### src/rtl/uart_rx_ctrl.sv
// uart_rx_ctrl
// Receive-side controller behind uart_rx. Each completed character is
// captured with its parity/framing status into a first-word-fall-through
// FIFO. The characters are then presented to the consumer as a valid/ready
// stream. The block also tracks FIFO overruns and keeps a saturating count
// of discarded characters.
//
// Ports:
//   clk            system clock (same clock as uart_rx)
//   reset          asynchronous active-high reset, clears all state
//   enable         accept new characters when 1
//   flush          synchronous single-cycle clear of FIFO, overrun, drop_count
//   rx_data        character from uart_rx
//   rx_data_ready  uart_rx data_ready, may be high for several clk cycles
//   rx_parity_err  uart_rx parity status
//   rx_frame_err   uart_rx framing status
//   m_data         head-of-FIFO character (zero while m_valid=0)
//   m_parity_err   parity status stored with the head character
//   m_frame_err    framing status stored with the head character
//   m_valid        FIFO non-empty
//   m_ready        consumer takes the head when m_valid & m_ready
//   level          current occupancy, 0..FIFO_DEPTH
//   overrun        sticky, set when a character arrives while full
//   overrun_clr    clears overrun; a set in the same cycle wins
//   drop_count     saturating count of discarded characters
module uart_rx_ctrl #(
  parameter int DATA_BITS    = 8,
  parameter int FIFO_DEPTH   = 16,
  parameter int DROP_ERRORED = 0
) (
  input  logic                          clk,
  input  logic                          reset,
  input  logic                          enable,
  input  logic                          flush,
  input  logic [DATA_BITS-1:0]          rx_data,
  input  logic                          rx_data_ready,
  input  logic                          rx_parity_err,
  input  logic                          rx_frame_err,
  output logic [DATA_BITS-1:0]          m_data,
  output logic                          m_parity_err,
  output logic                          m_frame_err,
  output logic                          m_valid,
  input  logic                          m_ready,
  output logic [$clog2(FIFO_DEPTH):0]   level,
  output logic                          overrun,
  input  logic                          overrun_clr,
  output logic [7:0]                    drop_count
);

  localparam int AW = $clog2(FIFO_DEPTH);
  localparam int PW = AW + 1;
  localparam int WW = DATA_BITS + 2;
  localparam logic [PW-1:0] FULL_LEVEL = PW'(FIFO_DEPTH);
  localparam logic DROP_EN = (DROP_ERRORED != 0);

  // Reject depths the pointer arithmetic cannot handle.
  generate
    if (FIFO_DEPTH < 2 || (FIFO_DEPTH & (FIFO_DEPTH - 1)) != 0) begin : g_bad_depth
      $error("uart_rx_ctrl: FIFO_DEPTH must be a power of 2 and at least 2");
    end
  endgenerate

  logic [WW-1:0] mem [FIFO_DEPTH];
  logic [PW-1:0] wr_ptr;
  logic [PW-1:0] rd_ptr;
  logic          rdy_q;
  logic [WW-1:0] head;

  logic rx_event;
  logic push_req;
  logic err_drop;
  logic ovf_drop;
  logic push;
  logic pop;
  logic full;

  // Pointers carry one extra bit so full and empty stay distinguishable.
  assign level   = wr_ptr - rd_ptr;
  assign full    = (level == FULL_LEVEL);
  assign m_valid = (level != '0);
  assign pop     = m_valid & m_ready;

  // Outputs are forced to zero while empty. Unwritten memory then never
  // shows up on the stream, which also gives clean reset values.
  assign head         = mem[rd_ptr[AW-1:0]];
  assign m_data       = m_valid ? head[DATA_BITS-1:0] : '0;
  assign m_parity_err = m_valid ? head[DATA_BITS]     : 1'b0;
  assign m_frame_err  = m_valid ? head[DATA_BITS+1]   : 1'b0;

  // One event per character, however long data_ready is held.
  assign rx_event = rx_data_ready & ~rdy_q;

  // Push decision in priority order: flush, enable, error discard, overrun.
  // A pop in the same cycle frees a slot, so a full FIFO still accepts.
  always_comb begin
    push_req = rx_event & ~flush & enable;
    err_drop = push_req & DROP_EN & (rx_parity_err | rx_frame_err);
    ovf_drop = push_req & ~err_drop & full & ~pop;
    push     = push_req & ~err_drop & ~ovf_drop;
  end

  // Edge-detect register runs regardless of enable or flush.
  always_ff @(posedge clk or posedge reset) begin
    if (reset) rdy_q <= 1'b0;
    else       rdy_q <= rx_data_ready;
  end

  // Storage needs no reset; its contents are only visible through m_valid.
  always_ff @(posedge clk) begin
    if (push) mem[wr_ptr[AW-1:0]] <= {rx_frame_err, rx_parity_err, rx_data};
  end

  // Pointers, sticky overrun and the saturating drop counter. A flush
  // overrides every other update in its cycle.
  always_ff @(posedge clk or posedge reset) begin
    if (reset) begin
      wr_ptr     <= '0;
      rd_ptr     <= '0;
      overrun    <= 1'b0;
      drop_count <= 8'd0;
    end else if (flush) begin
      wr_ptr     <= '0;
      rd_ptr     <= '0;
      overrun    <= 1'b0;
      drop_count <= 8'd0;
    end else begin
      if (push) wr_ptr <= wr_ptr + 1'b1;
      if (pop)  rd_ptr <= rd_ptr + 1'b1;
      if (ovf_drop)         overrun <= 1'b1;
      else if (overrun_clr) overrun <= 1'b0;
      if ((err_drop | ovf_drop) && drop_count != 8'hFF)
        drop_count <= drop_count + 8'd1;
    end
  end

endmodule

### config.mk
export PLATFORM = sky130hd
export DESIGN_NAME = uart_rx_ctrl
export DESIGN_NICKNAME = d
export VERILOG_FILES = /design/src/rtl/uart_rx_ctrl.sv
export SDC_FILE = /design/constraint.sdc
export NUM_CORES = 1
export LEC_CHECK = 0
export CAP_MARGIN = 15
export CORE_ASPECT_RATIO = 0.9
export CORE_MARGIN = 8
export CORE_UTILIZATION = 45
export DETAILED_ROUTE_END_ITERATION = 8
export DONT_BUFFER_PORTS = 1
export PLACE_DENSITY_LB_ADDON = 0.12
export SLEW_MARGIN = 20
export SYNTH_ARGS = -nofsm -noshare
export SYNTH_HDL_FRONTEND = slang
export SYNTH_SLANG_ARGS = --single-unit
### constraint.sdc
create_clock -name clk -period 3.29 [get_ports clk]
set_input_delay 0.658 -clock clk [delete_from_list [all_inputs] [get_ports clk]]
set_output_delay 0.658 -clock clk [all_outputs]
set_load 0.01 [all_outputs]
==> results by group, run 1 <==
Power and ir drop
  – Post-layout total power: 6.208 mW
  – Gate power share: 0.287
  – Switching power: 1.708 mW
  – Sequential Power Share: 0.405
  – Switching share of total power: 0.2751
  – Max VDD drop: around 390 uV
  – Leak: between 3 and 4 nW
  – Internal: 4.500 mW
  – Pwr Density: between 700 and 800 mW/mm2
  – Clock power share: 0.308

STA
  – Final Critical Period: 3.286 ns
  – Final Hold Viols: 0
  – Measured slew at the worst slew-check pin: 0.8281 ns
  – Fin crit share: 0.9987
  – Final Max Tran Viols: 0
  – Normalized max-slew margin: 0.4473
  – Final hold slack: 0.2650 ns
  – Final Skew: approximately 0.0068 ns
  – RSZ-0062 raised after global routing: yes
  – Fmax: 304.4 MHz
  – Final setup violation count: 0

Floorplanning
  – Die W: 152.7 um
  – Die height: 139.0 um
  – Starting density of the core: 0.4541
  – Ports: 42
  – Die area: 0.02123 mm2
  – Floorplan row count: 45
  – Std-Cell Core Area: 0.01667 mm2

Synthesis
  – Distinct cells, synth: 47
  – Commonest register cell after synthesis: edfxtp_1
  – Synth warnings: 0
  – Yosys top cell by area: edfxtp_1
  – Share of the synthesized area in the top cell type: 0.6348
  – Syn_nets: 457
  – Most area-consuming cells after synthesis: edfxtp_1, mux4_2, dfrtp_1, and3_1, ha_1
  – Synth Cell Area: between 0.007 and 0.008 mm2
  – Cells after Synth: 429
  – Commonest cells post-synth: edfxtp_1, mux4_2, nand2_1
  – Post-synth EDFFs: 160
  – Register area share after synthesis: 0.7009
  – Synthesized flop and latch total: 180
  – Post-Syn Area per Cell: 17.64 um2
  – Ys async rst share: 0.1111
  – Count leader, synth: edfxtp_1

Clock tree
  – TritonCTS Buffers: 17
  – Number of H-tree levels: 4
  – Root Driver: clkbuf_16
  – Max Root-Sink Buffers: 2
  – TritonCTS Sinks: 180
  – CTS tree: built
  – Clock slew at reported path FFs: 0.06 ns
  – Worst-skew pair later-pin latency: 0.42 ns

Placed design
  – Dpl hpwl: 10,660 um
  – DP Area: approximately 0.008 mm2
  – PortBufs: 0
  – GP Congestion: between 0.8 and 0.9

Drt
  – Drt drc: 0
  – Wirelength per Cell: 23.69 um
  – Drt initial violations: 330
  – DR pass1 iterations: 4
  – Vias/cell: 5.684
  – Total wire length: ~17,000 um
  – ANT nets after route: 0
  – Vias: 3,973

Setup path
  – FF-to-FF End: mem[1][7]
  – Startpoint Class: flop
  – Req. time, crit path: roughly 2.6 ns
  – Crit path cell chain: inv_2, ha_4, inv_2, fa_2, nand3b_1, a211oi_2, buf_4, a2bb2oi_4, bufbuf_16, a211oi_4
  – Peak fanout along the critical path: 5
  – FF-to-FF Start: wr_ptr[0]
  – Crit path kind: reg2out
  – WP data arrival: 2.63 ns
  – Worst path slowest cell: fa_2
  – Slowest stage delay, CP: 0.56 ns
  – Top Family by Delay on Critical Path: adder cells
  – Reg-to-reg slack, setup: 0.17 ns
  – Top cell by count, worst path: inv_2
  – FF-to-FF path depth: 12
  – WP buf/inv: 4
  – Crit. End Element: output port

GRT
  – Number of global-route vias before repair: 4,039
  – Top Usage Layer GRT: met2
  – Largest net degree at the start of global routing: 45
  – Met1 Usage GRT: 0.2073
  – Antenna violations before repair: 0
  – GRT Overall Usage: 0.1602
  – Grt ovf: 0
  – Global Route met3 Usage: 0.03832
  – First-pass GRT wire length: 25,080 um
  – GR Util met2: 0.2538

Min path
  – Worst Hold Class: in2reg
  – WHS Path Cells: 0
  – Worst hold endpoint: rdy_q
  – HP Start: rx_data_ready

Layout
  – Layout Nets: 503
  – Design area: between 0.008 and 0.009 mm2
  – Layout cell share with drive strength beyond 1: 0.2889
  – # diodes: 0
  – Area grow syn2layout: 16.52%

Job
  – Max cap viols: 0

Run status
  – Status: complete, no violations
==> cell usage in the layout, fill, tap and decap left out, drive strengths merged, types with 3 or more instances in the layout <==
cell type / synthesis / layout
a211oi: 11 / 11
clkinvlp: 0 / 3
or3: 3 / 3
o21ai: 5 / 5
mux2: 3 / 3
buf: 13 / 50
nand2: 30 / 30
edfxtp: 160 / 160
o31ai: 5 / 5
and4: 3 / 3
dfrtp: 20 / 20
clkbuf: 11 / 22
nand3b: 3 / 3
ha: 10 / 10
nand3: 10 / 10
clkinv: 0 / 6
or4: 5 / 5
a21oi: 12 / 12
nor2b: 4 / 4
mux2i: 12 / 12
mux4: 40 / 40
xor2: 3 / 3
inv: 14 / 13
and3: 22 / 22
nor2: 6 / 6
nor3: 4 / 4
==> layer usage <==
metal  vias up  share of wire
met4         0          0.020
li1       1811              -
met3        22          0.052
met1      2042           0.44
met5         -              0
met2        98           0.48
==> power groups by stage <==
stage / clock (mW) / combinational [mW] / sequential, mW
after global routing: 2.03 / 1.91 / 2.52
after CTS: 1.95 / 1.80 / 2.52
after detailed placement: 0 / 1.41 / 2.56
after global placement: 0 / 1.40 / 2.56
final: 1.91 / 1.78 / 2.52
after floorplan: 0 / 1.02 / 2.56
==> cell families after synthesis <==
group                    share of synthesized area
AO/OA/AOI/OAI                              0.03852
flip-flops                                  0.7009
adder cells (fa/ha/maj)                    0.01918
XOR/XNOR                                  0.003472
buffers and inverters                      0.02265
AND/OR/NAND/NOR                            0.07588
multiplexers                                0.1394
==> final cells by class <==
cell class              instances  area, um2
fillers                      1332       7848
multi-input cells             211       2207
inverters                      14      56.30
well taps                     211      264.0
clock buffers                  22      444.2
clock inverters                10      108.9
repair buffers                 51      431.7
flip-flops and latches        180       5306
==> what timing repair did <==
item	4_1_cts	5_1_grt
resized for setup	20	3
gates cloned	1	0
buffers inserted	8	4
endpoints found under the setup margin	10	10
hold buffers	0	0
pin swaps	6	3
==> flip-flops by register name, summed over array words and instances (netlist names) <==
register,cells
wr_ptr,5
rdy_q,1
drop_count,8
rd_ptr,5
overrun,1
mem,160
==> per-stage QoR <==
step	std cells	setup WS, ns	setup TNS, ns	utilization
detailed placement	654	0.2427	0	0.4816
global route	699	-0.1060	-0.6231	0.5291
global placement	654	0.3344	0	0.4816
floorplan	429	-0.03610	-0.3249	-
CTS	695	-0.07999	-0.5077	0.5265
finish	699	0.004388	0	0.5291
==> worst max-delay path by stage <==
stage / end / slack [ns] / cells after the start / start
CTS: m_data[5] / -0.08 / 10 / rd_ptr[0]
global route: m_data[4] / -0.11 / 10 / wr_ptr[0]
global placement: m_data[5] / 0.33 / 10 / wr_ptr[0]
floorplan: m_data[0] / -0.04 / 11 / rd_ptr[2]
finish: m_data[6] / 0.004 / 10 / wr_ptr[0]
detailed placement: m_data[5] / 0.24 / 10 / wr_ptr[0]
Power figures use the tool's default switching activity.
==> run 2, diff against run 1 <==
--- a/config.mk
+++ b/config.mk
@@ -10,9 +10,7 @@
 export CORE_MARGIN = 8
 export CORE_UTILIZATION = 45
 export DETAILED_ROUTE_END_ITERATION = 8
-export DONT_BUFFER_PORTS = 1
 export PLACE_DENSITY_LB_ADDON = 0.12
-export SLEW_MARGIN = 20
 export SYNTH_ARGS = -nofsm -noshare
 export SYNTH_HDL_FRONTEND = slang
 export SYNTH_SLANG_ARGS = --single-unit
==> results by group, run 2 (synthesized netlist as in run 1, its figures left out) <==
Setup path
  – Reg-to-reg slack, setup: 0.27 ns (+0.10 ns)
  – WP data arrival: 2.62 ns (about the same)
  – Top cell by count, worst path: inv_2
  – Req. time, crit path: 2.63 ns (about the same)
  – Startpoint Class: flop
  – FF-to-FF Start: wr_ptr[0]
  – Slowest stage delay, CP: 0.39 ns (-0.17 ns)
  – FF-to-FF End: drop_count[4]
  – FF-to-FF path depth: 13 (+1)
  – Crit path cell chain: inv_2, ha_4, inv_2, fa_2, xor2_2, buf_4, a211oi_4, a2bb2oi_4, buf_6, a211oi_2, buf_2
  – Crit. End Element: output port
  – Worst path slowest cell: dfrtp_1
  – Crit path kind: reg2out
  – Peak fanout along the critical path: 6 (+1)

Job
  – Max cap viols: 0 (unchanged)

Drt
  – Drt drc: 0 (unchanged)
  – ANT nets after route: 0 (unchanged)
  – Vias/cell: 5.678 (-0.10%)
  – DR pass1 iterations: 4 (unchanged)
  – Drt initial violations: 259 (-22%)
  – Total wire length: 17,300 um (+4.5%)
  – Vias: 4,213 (+6.0%)
  – Wirelength per Cell: 23.31 um (-1.6%)

STA
  – Final Critical Period: 3.279 ns (-0.006425 ns)
  – Final Max Tran Viols: 0 (unchanged)
  – Final Skew: 0.008942 ns (+0.002147 ns)
  – Final Hold Viols: 0 (unchanged)
  – Normalized max-slew margin: 0.4428 (-0.004503)
  – Final setup violation count: 0 (unchanged)
  – Fmax: 305.0 MHz (+0.20%)
  – Measured slew at the worst slew-check pin: 0.8348 ns (+0.006747 ns)
  – Fin crit share: 0.9967 (-0.001953)
  – RSZ-0062 raised after global routing: yes

GRT
  – Grt ovf: 0 (unchanged)
  – GRT Overall Usage: 0.1711 (+0.01091)
  – Largest net degree at the start of global routing: 45 (unchanged)
  – Antenna violations before repair: 0 (unchanged)
  – First-pass GRT wire length: 26,940 um (+7.4%)
  – Number of global-route vias before repair: 4,360 (+7.9%)

Floorplanning
  – Std-Cell Core Area: 0.01667 mm2 (unchanged)
  – Floorplan row count: 45 (unchanged)
  – Ports: 42 (unchanged)
  – Die area: 0.02123 mm2 (unchanged)
  – Die height: 139.0 um (unchanged)
  – Die W: 152.7 um (unchanged)
  – Starting density of the core: 0.4541 (unchanged)

Power and ir drop
  – Switching power: 1.790 mW (+4.8%)
  – Leak: 3.258 nW (+6.8%)
  – Post-layout total power: 6.520 mW (+5.0%)
  – Max VDD drop: 556.0 uV (+44%)
  – Pwr Density: 703.1 mW/mm2 (-0.12%)
  – Internal: 4.731 mW (+5.1%)
  – Switching share of total power: 0.2745 (-0.0006765)
  – Gate power share: 0.304 (+0.017)
  – Clock power share: 0.311 (+0.003)
  – Sequential Power Share: 0.385 (-0.020)

Layout
  – Non-filler cells, final: 742 (+6.2%)
  – Most common cell after layout, fill and taps aside: edfxtp_1
  – Area grow syn2layout: 22.53%
  – Layout cell share with drive strength beyond 1: 0.2976 (+0.008617)
  – Max FFs per register: 160 (unchanged)
  – Fin util: 0.5565 (+0.02733)
  – Most frequent cells in the layout: edfxtp_1, buf_4, mux4_2, nand2_1, clkdlybuf4s50_1
  – Multi-input gate area: 0.002186 mm2 (-0.96%)
  – Fillcell total: 1,333 (+0.075%)
  – Layout Nets: 546 (+8.5%)
  – Storage element area: 0.005306 mm2 (unchanged)
  – # diodes: 0 (unchanged)

Placed design
  – Dpl hpwl: 11,000 um (+3.2%)
  – PortBufs: 41 (+41)
  – GP Congestion: 0.7510 (-12%)
  – Placed Instances: 698 (+6.7%)

Min path
  – HP Start: overrun
  – Worst hold endpoint: overrun
  – Worst Hold Class: reg2reg
  – WHS Path Cells: 2 (+2)

Clock tree
  – Number of H-tree levels: 4 (unchanged)
  – TritonCTS Sinks: 180 (unchanged)
  – Root Driver: clkbuf_16
  – Clock slew at reported path FFs: 0.07 ns (about the same)
  – Max Root-Sink Buffers: 2 (unchanged)
  – CTS Hold Buffers Added: 0 (unchanged)
  – TritonCTS Buffers: 17 (unchanged)
  – Worst-skew pair later-pin latency: 0.42 ns (about the same)
  – CTS tree: built

Run status
  – Status: complete, no violations
-- run 2: changes by cell type in the layout (fill, tap and decap cells not counted), sizes merged --
| cell | before | now |
|---|---|---|
| buf | 50 | 63 |
| clkbuf | 22 | 19 |
| inv | 13 | 17 |
| clkdlybuf4s50 | 0 | 30 |
| bufinv | 2 | 3 |
| clkinvlp | 3 | 1 |
-- run 2: how the worst max path moves through the flow --
| stage | from | endpoint |
|---|---|---|
| after global routing | wr_ptr[0] | m_data[1] |
| final | wr_ptr[0] | m_data[7] |
| after global placement | wr_ptr[0] | m_data[3] |
| after CTS | wr_ptr[0] | m_data[5] |
| after detailed placement | wr_ptr[0] | m_data[5] |
| after floorplan | rd_ptr[2] | m_data[0] |
-- run 2: timing repair --
action,4_1_cts,5_1_grt
setup endpoints to repair,11,128
gates cloned,2,0
pin swaps,5,4
resized for setup,61,10
buffers inserted,10,2
-- run 2: power by group through the flow --
stage	clock network [mW]	registers, mW	logic [mW]
5_1_grt	2.15	2.51	2.13
6_report	2.02	2.51	1.98
3_5_place_dp	0	2.56	1.73
2_1_floorplan	0	2.56	1.02
4_1_cts	2.07	2.51	2.07
3_3_place_gp	0	2.56	1.73
-- run 2: routing by layer --
layer  track usage  routed length, um  vias up
li1              -                  -     1895
met4       0.05307                240        0
met2        0.2701               8433       96
met3       0.04050                815       18
met1        0.2310               7805     2204
met5             0                  0        -
-- run 2: final cells by class --
cell class | count | share of cell area
inverters | 14 | 0.005936
flip-flops and latches | 180 | 0.5722
well taps | 211 | 0.02847
multi-input cells | 211 | 0.2357
clock buffers | 19 | 0.04668
clock inverters | 13 | 0.01659
repair buffers | 94 | 0.09444
-- run 2: worst max-delay path: cells and delay by family, from the launching register on --
kind | cells | cell delay, ns
AO/OA/AOI/OAI | 3 | 0.54
XOR/XNOR | 1 | 0.16
adder cells (fa/ha/maj) | 2 | 0.50
buffers and inverters | 5 | 0.60
flip-flops | 1 | 0.39
-- run 2: metrics by stage --
step                instance area (um2)  TNS (ns)  hold slack [ns]  setup slack (ns)
CTS                                9266    -1.048           0.5405           -0.1047
global placement                   8534         0           0.5146           0.07772
global route                       9274    -1.078           0.5737           -0.1170
finish                             9274         0           0.5411           0.01081
floorplan                          7576   -0.3249           0.5363          -0.03610
detailed placement                 8534  -0.02946           0.5295          -0.02946
